**config.mk**
```make
export PLATFORM = sky130hd
export DESIGN_NAME = tx_ring_reader_flat
export DESIGN_NICKNAME = d
export VERILOG_FILES = /design/src/rtl/tx_ring_reader_if.sv /design/src/rtl/tx_ring_reader.sv /design/src/flat_wrapper.sv
export SDC_FILE = /design/constraint.sdc
export NUM_CORES = 1
export LEC_CHECK = 0
export ABC_CLOCK_PERIOD_IN_PS = 12050
export CAP_MARGIN = 40
export CELL_PAD_IN_SITES_DETAIL_PLACEMENT = 0
export CELL_PAD_IN_SITES_GLOBAL_PLACEMENT = 1
export CORE_ASPECT_RATIO = 0.9
export CORE_MARGIN = 1.5
export CORE_UTILIZATION = 40
export DETAILED_ROUTE_END_ITERATION = 10
export PLACE_DENSITY_LB_ADDON = 0.25
export SYNTH_ARGS = -nofsm -noshare
export SYNTH_HDL_FRONTEND = slang
export SYNTH_SLANG_ARGS = --single-unit
```
**constraint.sdc**
```tcl
create_clock -name clk -period 12.05 [get_ports clk]
set_clock_uncertainty 0.05 [all_clocks]
set_input_delay 3.0125 -clock clk [delete_from_list [all_inputs] [get_ports clk]]
set_output_delay 3.0125 -clock clk [all_outputs]
set_load 0.01 [all_outputs]
```
**src/rtl/tx_ring_reader_if.sv**
```systemverilog
// Bus bundle for tx_ring_reader: ring RAM read port, pointers, byte stream and status.
// master = the reader, slave = ring/CPU/modulator side.
interface tx_ring_reader_if #(
  parameter int ADDR_W     = 8,
  parameter int WORD_BYTES = 4
) ();
  logic                    en_i;
  logic [ADDR_W-1:0]       wp_i;
  logic [ADDR_W-1:0]       rp_o;
  logic [ADDR_W-1:0]       raddr_o;
  logic                    rce_o;
  logic [8*WORD_BYTES-1:0] rdata_i;
  logic [7:0]              byte_o;
  logic                    valid_o;
  logic                    ready_i;
  logic                    begin_o;
  logic                    end_o;
  logic                    aborted_o;
  logic                    abort_i;
  logic                    err_o;
  logic                    clk_req_o;
  logic                    irq_o;

  modport master (
    input  en_i, wp_i, rdata_i, ready_i, abort_i,
    output rp_o, raddr_o, rce_o, byte_o, valid_o, begin_o, end_o,
           aborted_o, err_o, clk_req_o, irq_o
  );

  modport slave (
    output en_i, wp_i, rdata_i, ready_i, abort_i,
    input  rp_o, raddr_o, rce_o, byte_o, valid_o, begin_o, end_o,
           aborted_o, err_o, clk_req_o, irq_o
  );
endinterface

```
**src/rtl/tx_ring_reader.sv**
```systemverilog
// TX ring reader: length-prefixed messages from ring RAM streamed out byte-by-byte.
// Define TX_RING_PREFETCH_EN to add a second word buffer that hides payload read latency.
module tx_ring_reader #(
  parameter int ADDR_W     = 8,
  parameter int WORD_BYTES = 4,
  parameter int LEN_W      = 10
) (
  input  logic            clk,
  input  logic            rst,
  tx_ring_reader_if.master bus
);
  localparam int WB_SH = $clog2(WORD_BYTES);
  localparam int DW    = 8 * WORD_BYTES;
  localparam int CW    = ((LEN_W > ADDR_W) ? LEN_W : ADDR_W) + 4;

  typedef enum logic [2:0] {
    IDLE, HDR_REQ, HDR_LAT, PL_REQ, PL_LAT, STREAM, FINISH, ERROR
  } state_t;

  state_t            state;
  logic [ADDR_W-1:0] rp, raddr;
  logic [LEN_W-1:0]  len, idx;
  logic [CW-1:0]     nwords;
  logic [DW-1:0]     wbuf;
  logic [7:0]        byte_q;
  logic              rce, valid, begin_p, end_p, aborted, err, irq;

  logic [LEN_W-1:0]  hdr_len, idx_n;
  logic [CW-1:0]     hdr_words, avail;
  logic              last_lane, last_byte, abort_now;

  assign hdr_len   = bus.rdata_i[LEN_W-1:0];
  assign hdr_words = (CW'(hdr_len) + CW'(WORD_BYTES - 1)) >> WB_SH;
  // avail is taken modulo ring depth before widening so wrap-around is transparent
  assign avail     = CW'(ADDR_W'(bus.wp_i - rp));
  assign idx_n     = idx + LEN_W'(1);
  assign last_lane = (idx & LEN_W'(WORD_BYTES - 1)) == LEN_W'(WORD_BYTES - 1);
  assign last_byte = (idx == len - LEN_W'(1));
  // a byte whose handshake completes with abort still counts; the final byte wins over abort
  assign abort_now = bus.abort_i &&
                     (state == PL_REQ || state == PL_LAT ||
                      (state == STREAM && !(bus.ready_i && last_byte)));

  function automatic logic [7:0] lane_byte(input logic [DW-1:0] w, input logic [LEN_W-1:0] i);
    logic [DW-1:0] s;
    s = w >> (8 * int'(i & LEN_W'(WORD_BYTES - 1)));
    return s[7:0];
  endfunction

  function automatic logic [ADDR_W-1:0] word_addr(input logic [ADDR_W-1:0] base,
                                                  input logic [LEN_W-1:0]  i);
    return base + ADDR_W'(1) + ADDR_W'(i >> WB_SH);
  endfunction

`ifdef TX_RING_PREFETCH_EN
  logic [DW-1:0] nbuf, pf_word;
  logic          nbuf_vld, pf_issue, pf_data;

  // the prefetched word may be landing on rdata_i in the very cycle the lane boundary is crossed
  assign pf_word = nbuf_vld ? nbuf : bus.rdata_i;

  function automatic logic more_words(input logic [LEN_W-1:0] i, input logic [CW-1:0] n);
    return (WORD_BYTES > 1) && ((CW'(i >> WB_SH) + CW'(1)) < n);
  endfunction
`endif

  always_ff @(posedge clk) begin
    if (rst) begin
      state   <= IDLE;
      rp      <= '0;
      raddr   <= '0;
      len     <= '0;
      idx     <= '0;
      nwords  <= '0;
      wbuf    <= '0;
      byte_q  <= '0;
      rce     <= 1'b0;
      valid   <= 1'b0;
      begin_p <= 1'b0;
      end_p   <= 1'b0;
      aborted <= 1'b0;
      err     <= 1'b0;
      irq     <= 1'b0;
`ifdef TX_RING_PREFETCH_EN
      nbuf     <= '0;
      nbuf_vld <= 1'b0;
      pf_issue <= 1'b0;
      pf_data  <= 1'b0;
`endif
    end else begin
      rce     <= 1'b0;
      begin_p <= 1'b0;
      end_p   <= 1'b0;
      aborted <= 1'b0;
      irq     <= 1'b0;
`ifdef TX_RING_PREFETCH_EN
      pf_issue <= 1'b0;
      pf_data  <= pf_issue;
      if (pf_data) begin
        nbuf     <= bus.rdata_i;
        nbuf_vld <= 1'b1;
      end
`endif
      if (abort_now) begin
        state   <= FINISH;
        end_p   <= 1'b1;
        aborted <= 1'b1;
        irq     <= 1'b1;
        valid   <= 1'b0;
`ifdef TX_RING_PREFETCH_EN
        nbuf_vld <= 1'b0;
`endif
      end else begin
        case (state)
          IDLE: if (bus.en_i && bus.wp_i != rp) begin
            state   <= HDR_REQ;
            rce     <= 1'b1;
            raddr   <= rp;
            begin_p <= 1'b1;
          end
          HDR_REQ: state <= HDR_LAT;
          HDR_LAT: begin
            len    <= hdr_len;
            idx    <= '0;
            nwords <= hdr_words;
`ifdef TX_RING_PREFETCH_EN
            nbuf_vld <= 1'b0;
`endif
            if (hdr_words + CW'(1) > avail) begin
              state <= ERROR;
              err   <= 1'b1;
              irq   <= 1'b1;
            end else if (hdr_len == '0) begin
              state <= FINISH;
              end_p <= 1'b1;
              irq   <= 1'b1;
            end else begin
              state <= PL_REQ;
              rce   <= 1'b1;
              raddr <= rp + ADDR_W'(1);
            end
          end
          PL_REQ: state <= PL_LAT;
          PL_LAT: begin
            state  <= STREAM;
            wbuf   <= bus.rdata_i;
            byte_q <= lane_byte(bus.rdata_i, idx);
            valid  <= 1'b1;
`ifdef TX_RING_PREFETCH_EN
            if (more_words(idx, nwords)) begin
              rce      <= 1'b1;
              pf_issue <= 1'b1;
              raddr    <= word_addr(rp, idx) + ADDR_W'(1);
            end
`endif
          end
          STREAM: if (bus.ready_i) begin
            if (last_byte) begin
              state <= FINISH;
              valid <= 1'b0;
              end_p <= 1'b1;
              irq   <= 1'b1;
            end else begin
              idx <= idx_n;
              if (!last_lane) begin
                byte_q <= lane_byte(wbuf, idx_n);
              end
`ifdef TX_RING_PREFETCH_EN
              else if (nbuf_vld || pf_data) begin
                wbuf     <= pf_word;
                byte_q   <= lane_byte(pf_word, idx_n);
                nbuf_vld <= 1'b0;
                if (more_words(idx_n, nwords)) begin
                  rce      <= 1'b1;
                  pf_issue <= 1'b1;
                  raddr    <= word_addr(rp, idx_n) + ADDR_W'(1);
                end
              end
`endif
              else begin
                state <= PL_REQ;
                valid <= 1'b0;
                rce   <= 1'b1;
                raddr <= word_addr(rp, idx_n);
              end
            end
          end
          FINISH: begin
            rp    <= rp + ADDR_W'(1) + ADDR_W'(nwords);
            state <= IDLE;
          end
          ERROR: begin
            rp    <= bus.wp_i;
            state <= IDLE;
          end
          default: state <= IDLE;
        endcase
      end
    end
  end

  assign bus.rp_o      = rp;
  assign bus.raddr_o   = raddr;
  assign bus.rce_o     = rce;
  assign bus.byte_o    = byte_q;
  assign bus.valid_o   = valid;
  assign bus.begin_o   = begin_p;
  assign bus.end_o     = end_p;
  assign bus.aborted_o = aborted;
  assign bus.err_o     = err;
  assign bus.irq_o     = irq;
  assign bus.clk_req_o = (state != IDLE);
endmodule
```
**src/flat_wrapper.sv**
```systemverilog
// flat-port wrapper written by rule: the top's interface ports become plain ports
module tx_ring_reader_flat 
#(
  parameter int ADDR_W     = 8,
  parameter int WORD_BYTES = 4,
  parameter int LEN_W      = 10
)
  (clk, rst, bus_en_i, bus_wp_i, bus_rdata_i, bus_ready_i, bus_abort_i, bus_rp_o, bus_raddr_o, bus_rce_o, bus_byte_o, bus_valid_o, bus_begin_o, bus_end_o, bus_aborted_o, bus_err_o, bus_clk_req_o, bus_irq_o);
  tx_ring_reader_if #(.ADDR_W(ADDR_W), .WORD_BYTES(WORD_BYTES)) bus_i ();
  input  logic clk;
  input  logic rst;
  input wire logic [$bits(bus_i.en_i)-1:0] bus_en_i;
  input wire logic [$bits(bus_i.wp_i)-1:0] bus_wp_i;
  input wire logic [$bits(bus_i.rdata_i)-1:0] bus_rdata_i;
  input wire logic [$bits(bus_i.ready_i)-1:0] bus_ready_i;
  input wire logic [$bits(bus_i.abort_i)-1:0] bus_abort_i;
  output wire logic [$bits(bus_i.rp_o)-1:0] bus_rp_o;
  output wire logic [$bits(bus_i.raddr_o)-1:0] bus_raddr_o;
  output wire logic [$bits(bus_i.rce_o)-1:0] bus_rce_o;
  output wire logic [$bits(bus_i.byte_o)-1:0] bus_byte_o;
  output wire logic [$bits(bus_i.valid_o)-1:0] bus_valid_o;
  output wire logic [$bits(bus_i.begin_o)-1:0] bus_begin_o;
  output wire logic [$bits(bus_i.end_o)-1:0] bus_end_o;
  output wire logic [$bits(bus_i.aborted_o)-1:0] bus_aborted_o;
  output wire logic [$bits(bus_i.err_o)-1:0] bus_err_o;
  output wire logic [$bits(bus_i.clk_req_o)-1:0] bus_clk_req_o;
  output wire logic [$bits(bus_i.irq_o)-1:0] bus_irq_o;
  assign bus_i.en_i = bus_en_i;
  assign bus_i.wp_i = bus_wp_i;
  assign bus_i.rdata_i = bus_rdata_i;
  assign bus_i.ready_i = bus_ready_i;
  assign bus_i.abort_i = bus_abort_i;
  assign bus_rp_o = bus_i.rp_o;
  assign bus_raddr_o = bus_i.raddr_o;
  assign bus_rce_o = bus_i.rce_o;
  assign bus_byte_o = bus_i.byte_o;
  assign bus_valid_o = bus_i.valid_o;
  assign bus_begin_o = bus_i.begin_o;
  assign bus_end_o = bus_i.end_o;
  assign bus_aborted_o = bus_i.aborted_o;
  assign bus_err_o = bus_i.err_o;
  assign bus_clk_req_o = bus_i.clk_req_o;
  assign bus_irq_o = bus_i.irq_o;
  tx_ring_reader #(.ADDR_W(ADDR_W), .WORD_BYTES(WORD_BYTES), .LEN_W(LEN_W)) u_core (.clk(clk), .rst(rst), .bus(bus_i));
endmodule
```
==> results of run 1 <==
==> stage by stage <==
stage / worst slack, ns / cells / hold slack (ns) / area, um2
floorplan: 6.02 / 741 / 0.383 / 6160
global placement: 5.07 / 968 / 0.390 / 7010
detailed placement: 4.91 / 969 / 0.397 / 7030
CTS: 5.28 / 985 / 0.407 / 7360
global route: 4.85 / 985 / 0.422 / 7360
finish: 5.28 / 985 / 0.404 / 7360
==> metal layers <==
| metal | GRT usage (%) | vias up | share of wire, % |
|---|---|---|---|
| met2 | 33.9 | 201 | 44 |
| met4 | 6.32 | 0 | 1.1 |
| met5 | 0 | - | 0 |
| met3 | 3.65 | 13 | 6.1 |
| met1 | 35.3 | 2725 | 49 |
| li1 | - | 2764 | - |
==> worst register-to-register path, stage by stage (launching register included) <==
cell and delay [ns]:
dfxtp_1 0.49, inv_1 0.14, ha_1 0.33, nor2b_1 0.13, o21ai_0 0.21, a21oi_1 0.12, o21a_1 0.17, nor2_1 0.13
o21ai_0 0.13, xor2_1 0.16, ha_1 0.33, a211o_1 0.27, a21oi_1 0.16, a311oi_1 0.12, nand3b_1 0.25, a31oi_2 0.64
and2_1 0.24, o2bb2ai_1 0.11
==> flip-flops by register name, summed over array words and instances, names as in the netlist <==
| register | count |
|---|---|
| u_core.idx | 10 |
| u_core.bus.raddr_o | 8 |
| u_core.bus.irq_o | 1 |
| u_core.len | 10 |
| u_core.bus.aborted_o | 1 |
| u_core.bus.end_o | 1 |
| u_core.bus.begin_o | 1 |
| u_core.bus.rp_o | 8 |
| u_core.bus.rce_o | 1 |
| u_core.bus.byte_o | 8 |
| u_core.bus.valid_o | 1 |
| u_core.nwords | 8 |
| u_core.bus.err_o | 1 |
| u_core.state | 3 |
| u_core.wbuf | 32 |
==> synthesized netlist by cell type (9+ instances only) <==
cell,instances
xor2_1,24
a211oi_1,12
nand3_1,20
o21ai_0,13
clkbuf_1,45
mux2i_1,10
ha_1,33
nor3_1,16
nand4_1,9
o211ai_1,12
nand2_1,115
a21oi_1,67
dfxtp_1,94
nor2_1,44
o41ai_1,10
mux4_2,16
inv_1,26
a21o_1,9
xnor2_1,31
==> how the worst min path moves through the flow <==
stage / startpoint / end / slack (ns) / depth (start not counted)
final: u_core.wbuf[13] / u_core.wbuf[13] / 0.40 / 2
after global routing: u_core.wbuf[23] / u_core.wbuf[23] / 0.42 / 2
after global placement: u_core.wbuf[27] / u_core.wbuf[27] / 0.39 / 2
after floorplan: u_core.wbuf[0] / u_core.wbuf[0] / 0.38 / 2
after CTS: u_core.wbuf[30] / u_core.wbuf[30] / 0.41 / 2
after detailed placement: u_core.wbuf[30] / u_core.wbuf[30] / 0.40 / 2
==> final cells by class <==
class                   count  area share (%)
clock buffers               9            3.06
well taps                 198            3.37
flip-flops and latches     94            25.6
clock inverters             7            1.43
inverters                  26            1.33
repair buffers             83            11.1
multi-input cells         568            54.1
==> where the power goes <==
group	switching, uW	leakage [uW]	total, uW	internal (uW)
combinational	295	0.00184	503	208
clock	140	0.000158	325	185
sequential	43.5	0.000762	400	357
total	478	0.00276	1230	750
==> logic make-up after synthesis <==
group	synth area share [%]
xor+xnor	8.18
fa+ha+maj	7.84
buf+inv	4.96
simple gates	19.4
compound gates	21.6
flops	30.5
mux	7.47
==> cell usage in the layout (no fill, tap or decap), types with 20 or more instances in the layout <==
| cell | n |
|---|---|
| xor2_1 | 24 |
| inv_1 | 26 |
| ha_1 | 33 |
| dfxtp_1 | 94 |
| nand3_1 | 20 |
| xnor2_1 | 31 |
| nor2_1 | 44 |
| nand2_1 | 115 |
| a21oi_1 | 67 |
| clkdlybuf4s50_1 | 75 |
==> out/metrics.csv, run 1 <==
stage;metric;value;unit
synthesis;synthesized net count;822;
synthesis;yosys warns;0;
drt;Iteration-0 DRC Markers;488;
clocking;post-CTS setup buffer count;0;
clocking;deepest clock path buffer count;2;
power_and_ir_drop;LEAKAGE;0.00276;uW
clocking;Clock Sinks;94;
power_and_ir_drop;worst IR drop on VDD;0.0844;mV
timing;Setup Viol. Count Final;0;
clocking;CTS tree;done;
synthesis;Seq/Total Area, Yosys;30.5;%
run_status;status;finished, final reports clean;
placed_design;Final GP Congestion;0.835;
layout;sequential cell area;1880;um2
drt;DR WL/cell;18.5;um
power_and_ir_drop;Total Power;1230;uW
timing;Slew Limit Fails;0;
clocking;CTS clk-pin slew, worst paths;0.07;ns
timing;RSZ-0062 raised after global routing;no;
global_routing;largest net degree at the start of global routing;81;
clocking;clk_lat worst skew;0.36;ns
timing;Worst Max-Slew Pin Slew;0.911;ns
die;cell row count;42;
clocking;clk root buf;clkbuf_16;
synthesis;Yosys top cell area share;30.5;%
layout;FILL cells;1431;
layout;Layout area overhead;19.4;%
drt;1st-pass router iterations;5;
layout;diodes inserted;0;
power_and_ir_drop;power per cell area;167;nW/um2
critical_path;Setup crit end;u_core.bus.raddr_o[7];
layout;layout cell share with drive strength beyond 1;6.35;%
layout;Final #Nets;863;
die;initial core utilization;41.4;%
synthesis;Yosys reg bits;94;
critical_path;CP delay by family, top;compound AO/OA/AOI/OAI gates;
clocking;hold-fix buffers at CTS;0;
global_routing;GRT Total Usage;23.3;%
die;Core Area;14900;um2
timing;Final Hold Fails;0;
drt;Via density;5.79;
critical_path;number of buffers and inverters on the critical path;1;
layout;final design utilization;49.5;%
critical_path;Critical Path RT;12.28;ns
die;Top Ports;77;
critical_path;worst reg2reg path depth;17;
flow_run;maxcap violations;0;
synthesis;area leader, netlist;dfxtp_1;
die;Die X;134;um
critical_path;CP Class;in -> reg;
synthesis;Synth cell types;66;
synthesis;Avg Inst Size Synth;8.31;um2
critical_path;Critical Path End Type;flip-flop;
critical_path;Crit. Startpoint;bus_wp_i[1];
synthesis;synth top area cells;dfxtp_1 31%, nand2_1 7.0%, ha_1 6.7%, mux4_2 5.8%, a21oi_1 5.4%;
critical_path;RR Startpoint;u_core.bus.rp_o[1];
drt;Vias;5703;
clocking;# H-tree levels;3;
critical_path;FF-to-FF setup slack;7.81;ns
drt;DRC Markers;0;
critical_path;Crit path largest cell delay;0.64;ns
global_routing;vias in the first global route;5261;
placed_design;# port buffers;76;
synthesis;Post-synth EDFFs;0;
critical_path;CP max-delay cell;a31oi_2;
timing;Slew headroom;39.3;%
global_routing;grt ovf;0;
global_routing;antenna violations before repair;0;
critical_path;Crit path arrival time;7.00;ns
timing;post-route clock period utilization;56.2;%
critical_path;critical path depth;17;
timing;Max Clock Freq;0.148;GHz
timing;setup_tns;0;ns
clocking;CTS resizes;0;
placed_design;post-detail-place hpwl;13200;um
critical_path;RR Endpoint;u_core.bus.raddr_o[7];
clocking;CTS buffer count;9;
synthesis;Syn Std Cell Area;6160;um2
die;die area;16200;um2
synthesis;Syn Inst Count;741;
timing;crit path time final;6.77;ns
drt;DRT Wirelength;18200;um
layout;area of the multi-input gates;3980;um2
synthesis;async set or reset register ratio after synthesis;0;%
die;Die Y-Extent;121;um
drt;final antenna-violating net count;0;
critical_path;CP Launch Type;input pin;
critical_path;critical-path cell list;clkdlybuf4s50_1 -> ha_1 -> nor2b_1 -> o21ai_0 -> a21oi_1 -> o21a_1 -> nor2_1 -> o21ai_0 -> xor2_1 -> ha_1 -> a211o_1 -> a21oi_1 -> a311oi_1 -> nand3b_1 -> a31oi_2 -> and2_1 -> o2bb2ai_1;
worst_hold_path;Hold WC Path Type;reg -> reg;
critical_path;crit-path max FO;16;
global_routing;first-pass GRT wire length;29100;um
synthesis;predominant post-synthesis flop cell;dfxtp_1;
No activity file was read; power rests on OpenSTA's default activity.
==> run 2: changes to the inputs <==
--- a/config.mk
+++ b/config.mk
@@ -5,7 +5,7 @@
 export SDC_FILE = /design/constraint.sdc
 export NUM_CORES = 1
 export LEC_CHECK = 0
-export ABC_CLOCK_PERIOD_IN_PS = 12050
+export ABC_CLOCK_PERIOD_IN_PS = 6500
 export CAP_MARGIN = 40
 export CELL_PAD_IN_SITES_DETAIL_PLACEMENT = 0
 export CELL_PAD_IN_SITES_GLOBAL_PLACEMENT = 1
==> constraint.sdc (replaced) <==
create_clock -name clk -period 6.5 [get_ports clk]
set_clock_uncertainty 0.05 [all_clocks]
set_input_delay 1.625 -clock clk [delete_from_list [all_inputs] [get_ports clk]]
set_output_delay 1.625 -clock clk [all_outputs]
set_load 0.01 [all_outputs]
==> run 2 against run 1 <==
Effect of this change:
- worst hold slack worse by 0.0012 ns
- flip-flop and latch count stayed put
- clock power is 71% higher
- critical path type unchanged
- largest cell class unchanged
==> out/metrics.csv, run 2 (same netlist as run 1, synthesis figures left out) <==
stage;metric;value;unit;change
drt;DR WL/cell;18.2;um;-1.2%
global_routing;largest net degree at the start of global routing;66;;-19%
layout;FILL cells;1442;;+0.77%
global_routing;GRT Max-Usage Layer;met1;;
layout;diodes inserted;0;;unchanged
global_routing;vias in the first global route;5360;;+1.9%
clocking;CTS buffer count;9;;unchanged
power_and_ir_drop;Clock Power Share;24.9;%;-1.5 points
global_routing;grt ovf;0;;unchanged
drt;DRC Markers;0;;unchanged
clocking;CTS clk-pin slew, worst paths;0.07;ns;about the same
placed_design;post-detail-place hpwl;13300;um;+0.81%
timing;Max Clock Freq;0.186;GHz;
die;initial core utilization;41.4;%;unchanged
layout;Final #Nets;864;;+0.12%
critical_path;Critical Path RT;6.73;ns;-5.55 ns
drt;DRT Wirelength;18000;um;-1.1%
power_and_ir_drop;power per cell area;304;nW/um2;+82%
layout;Layout area overhead;19.1;%;
global_routing;GR met1 Demand/Resource;34.4;%;-0.88 points
timing;Slew Limit Fails;0;;unchanged
layout;commonest non-fill, non-tap cell in the layout;nand2_1;;
clocking;CTS tree;done;;
timing;Setup Viol. Count Final;0;;unchanged
worst_hold_path;Hold WC Path Type;reg -> reg;;
power_and_ir_drop;Sw Ratio;39.3;%;+0.37 points
power_and_ir_drop;NetSw;876;uW;+83%
layout;layout cell share with drive strength beyond 1;6.35;%;-0.0081 points
timing;Worst Max-Slew Pin Slew;0.849;ns;-0.0615 ns
timing;Final Hold Fails;0;;unchanged
timing;post-route clock period utilization;82.8;%;
critical_path;Crit path arrival time;5.61;ns;-1.39 ns
flow_run;maxcap violations;0;;unchanged
power_and_ir_drop;Reg power frac;33.3;%;+0.7 points
timing;WHS;0.403;ns;-0.00117 ns
timing;RSZ-0062 raised after global routing;no;;
layout;largest registers;u_core.wbuf x32, u_core.idx x10, u_core.len x10;;
global_routing;M2 GR Usage;33.6;%;-0.26 points
clocking;Clock Sinks;94;;unchanged
placed_design;# port buffers;76;;unchanged
die;Die Y-Extent;121;um;unchanged
die;die area;16200;um2;unchanged
die;cell row count;42;;unchanged
global_routing;met3 usage;4.36;%;+0.71 points
power_and_ir_drop;combinational group share of total power;41.8;%;+0.8 points
power_and_ir_drop;LEAKAGE;0.00276;uW;-0.18%
die;Core Area;14900;um2;unchanged
clocking;clk_lat worst skew;0.35;ns;about the same
power_and_ir_drop;Pint;1350;uW;+80%
die;Top Ports;77;;unchanged
placed_design;Final GP Congestion;0.846;;+1.3%
drt;Iteration-0 DRC Markers;433;;-11%
drt;Via density;5.75;;-0.70%
global_routing;GRT Total Usage;22.9;%;-0.37 points
run_status;status;finished, final reports clean;;
die;Die X;134;um;unchanged
drt;1st-pass router iterations;4;;-1
drt;Vias;5669;;-0.60%
critical_path;CP Class;in -> reg;;
layout;final instance area;7340;um2;-0.27%
global_routing;first-pass GRT wire length;28900;um;-0.73%
critical_path;CP Launch Type;input pin;;
critical_path;crit-path max FO;16;;unchanged
timing;Slew headroom;43.3;%;+4.1 points
drt;final antenna-violating net count;0;;unchanged
timing;setup_tns;0;ns;unchanged
clocking;clk root buf;clkbuf_16;;
critical_path;FF-to-FF setup slack;2.22;ns;-5.59 ns
layout;most frequent cells in the layout;115 x nand2_1, 94 x dfxtp_1, 75 x clkdlybuf4s50_1, 67 x a21oi_1, 44 x nor2_1;;
power_and_ir_drop;worst IR drop on VDD;0.162;mV;+92%
critical_path;Critical Path End Type;flip-flop;;
clocking;deepest clock path buffer count;2;;unchanged
clocking;post-CTS setup buffer count;0;;unchanged
clocking;# H-tree levels;3;;unchanged
global_routing;antenna violations before repair;0;;unchanged
layout;Largest Register;u_core.wbuf;;
clocking;CTS resizes;0;;unchanged
timing;crit path time final;5.38;ns;
layout;max reg flops;32;;unchanged
placed_design;Cell Area, Placed;7030;um2;+0.11%
clocking;hold-fix buffers at CTS;0;;unchanged
[run 2: changes by cell type in the layout (fill, tap and decap cells not counted), sizes merged]
cell,delta
buf,+1
bufinv,-1
clkbuf,+1
clkinv,-1
clkinvlp,-1
inv,+2
[run 2: path summary, 6_finish.rpt]
path / cells past startpoint / end / from
max: 17 / u_core.bus.raddr_o[7] / bus_wp_i[1]
min: 2 / u_core.wbuf[13] / u_core.wbuf[13]
max reg2reg: 17 / u_core.bus.raddr_o[7] / u_core.bus.rp_o[1]
min reg2reg: 2 / u_core.wbuf[13] / u_core.wbuf[13]
[run 2: critical path: stages]
cell             delay (ns)
clkdlybuf4s50_1        0.54
ha_1                   0.27
nor2b_1                0.13
o21ai_0                0.22
a21oi_1                0.12
o21a_1                 0.17
nor2_1                 0.14
o21ai_0                0.13
xor2_1                 0.16
ha_1                   0.32
a211o_1                0.26
a21oi_1                0.16
a311oi_1               0.11
nand3b_1               0.25
a31oi_2                0.64
and2_1                 0.24
o2bb2ai_1              0.10
[run 2: per-layer routing]
| layer | routed length, um | part of all wire (%) |
|---|---|---|
| met3 | 972 | 5.4 |
| met2 | 7880 | 44 |
| met1 | 8930 | 50 |
| met4 | 205 | 1.1 |
| met5 | 0 | 0 |
[run 2: metrics by stage]
step | total power [uW] | util, % | instances | setup WS (ns)
4_1_cts | 2240 | 49.3 | 986 | 1.15
6_report | 2230 | 49.3 | 986 | 1.12
5_1_grt | 2370 | 49.3 | 986 | 0.695
3_5_place_dp | 1680 | 47.3 | 970 | 0.791
3_3_place_gp | 1660 | 47.2 | 969 | 0.899
2_1_floorplan | 1380 | - | 741 | 1.86
[run 2: power groups by stage]
stage / combinational (uW) / clock, uW / sequential (uW)
after global placement: 909 / 0 / 751
after global routing: 1030 / 589 / 752
after detailed placement: 926 / 0 / 753
final: 933 / 555 / 741
after floorplan: 647 / 0 / 737
after CTS: 931 / 568 / 740
[run 2: final cells by class]
cell class | instances | area, um2 | area share (%)
timing repair buffer | 84 | 823 | 11.2
tap | 198 | 248 | 3.38
clock inverter | 6 | 73.8 | 1.01
inverter | 26 | 97.6 | 1.33
clock buffer | 10 | 229 | 3.12
multi-input combinational | 568 | 3980 | 54.3
sequential | 94 | 1880 | 25.6
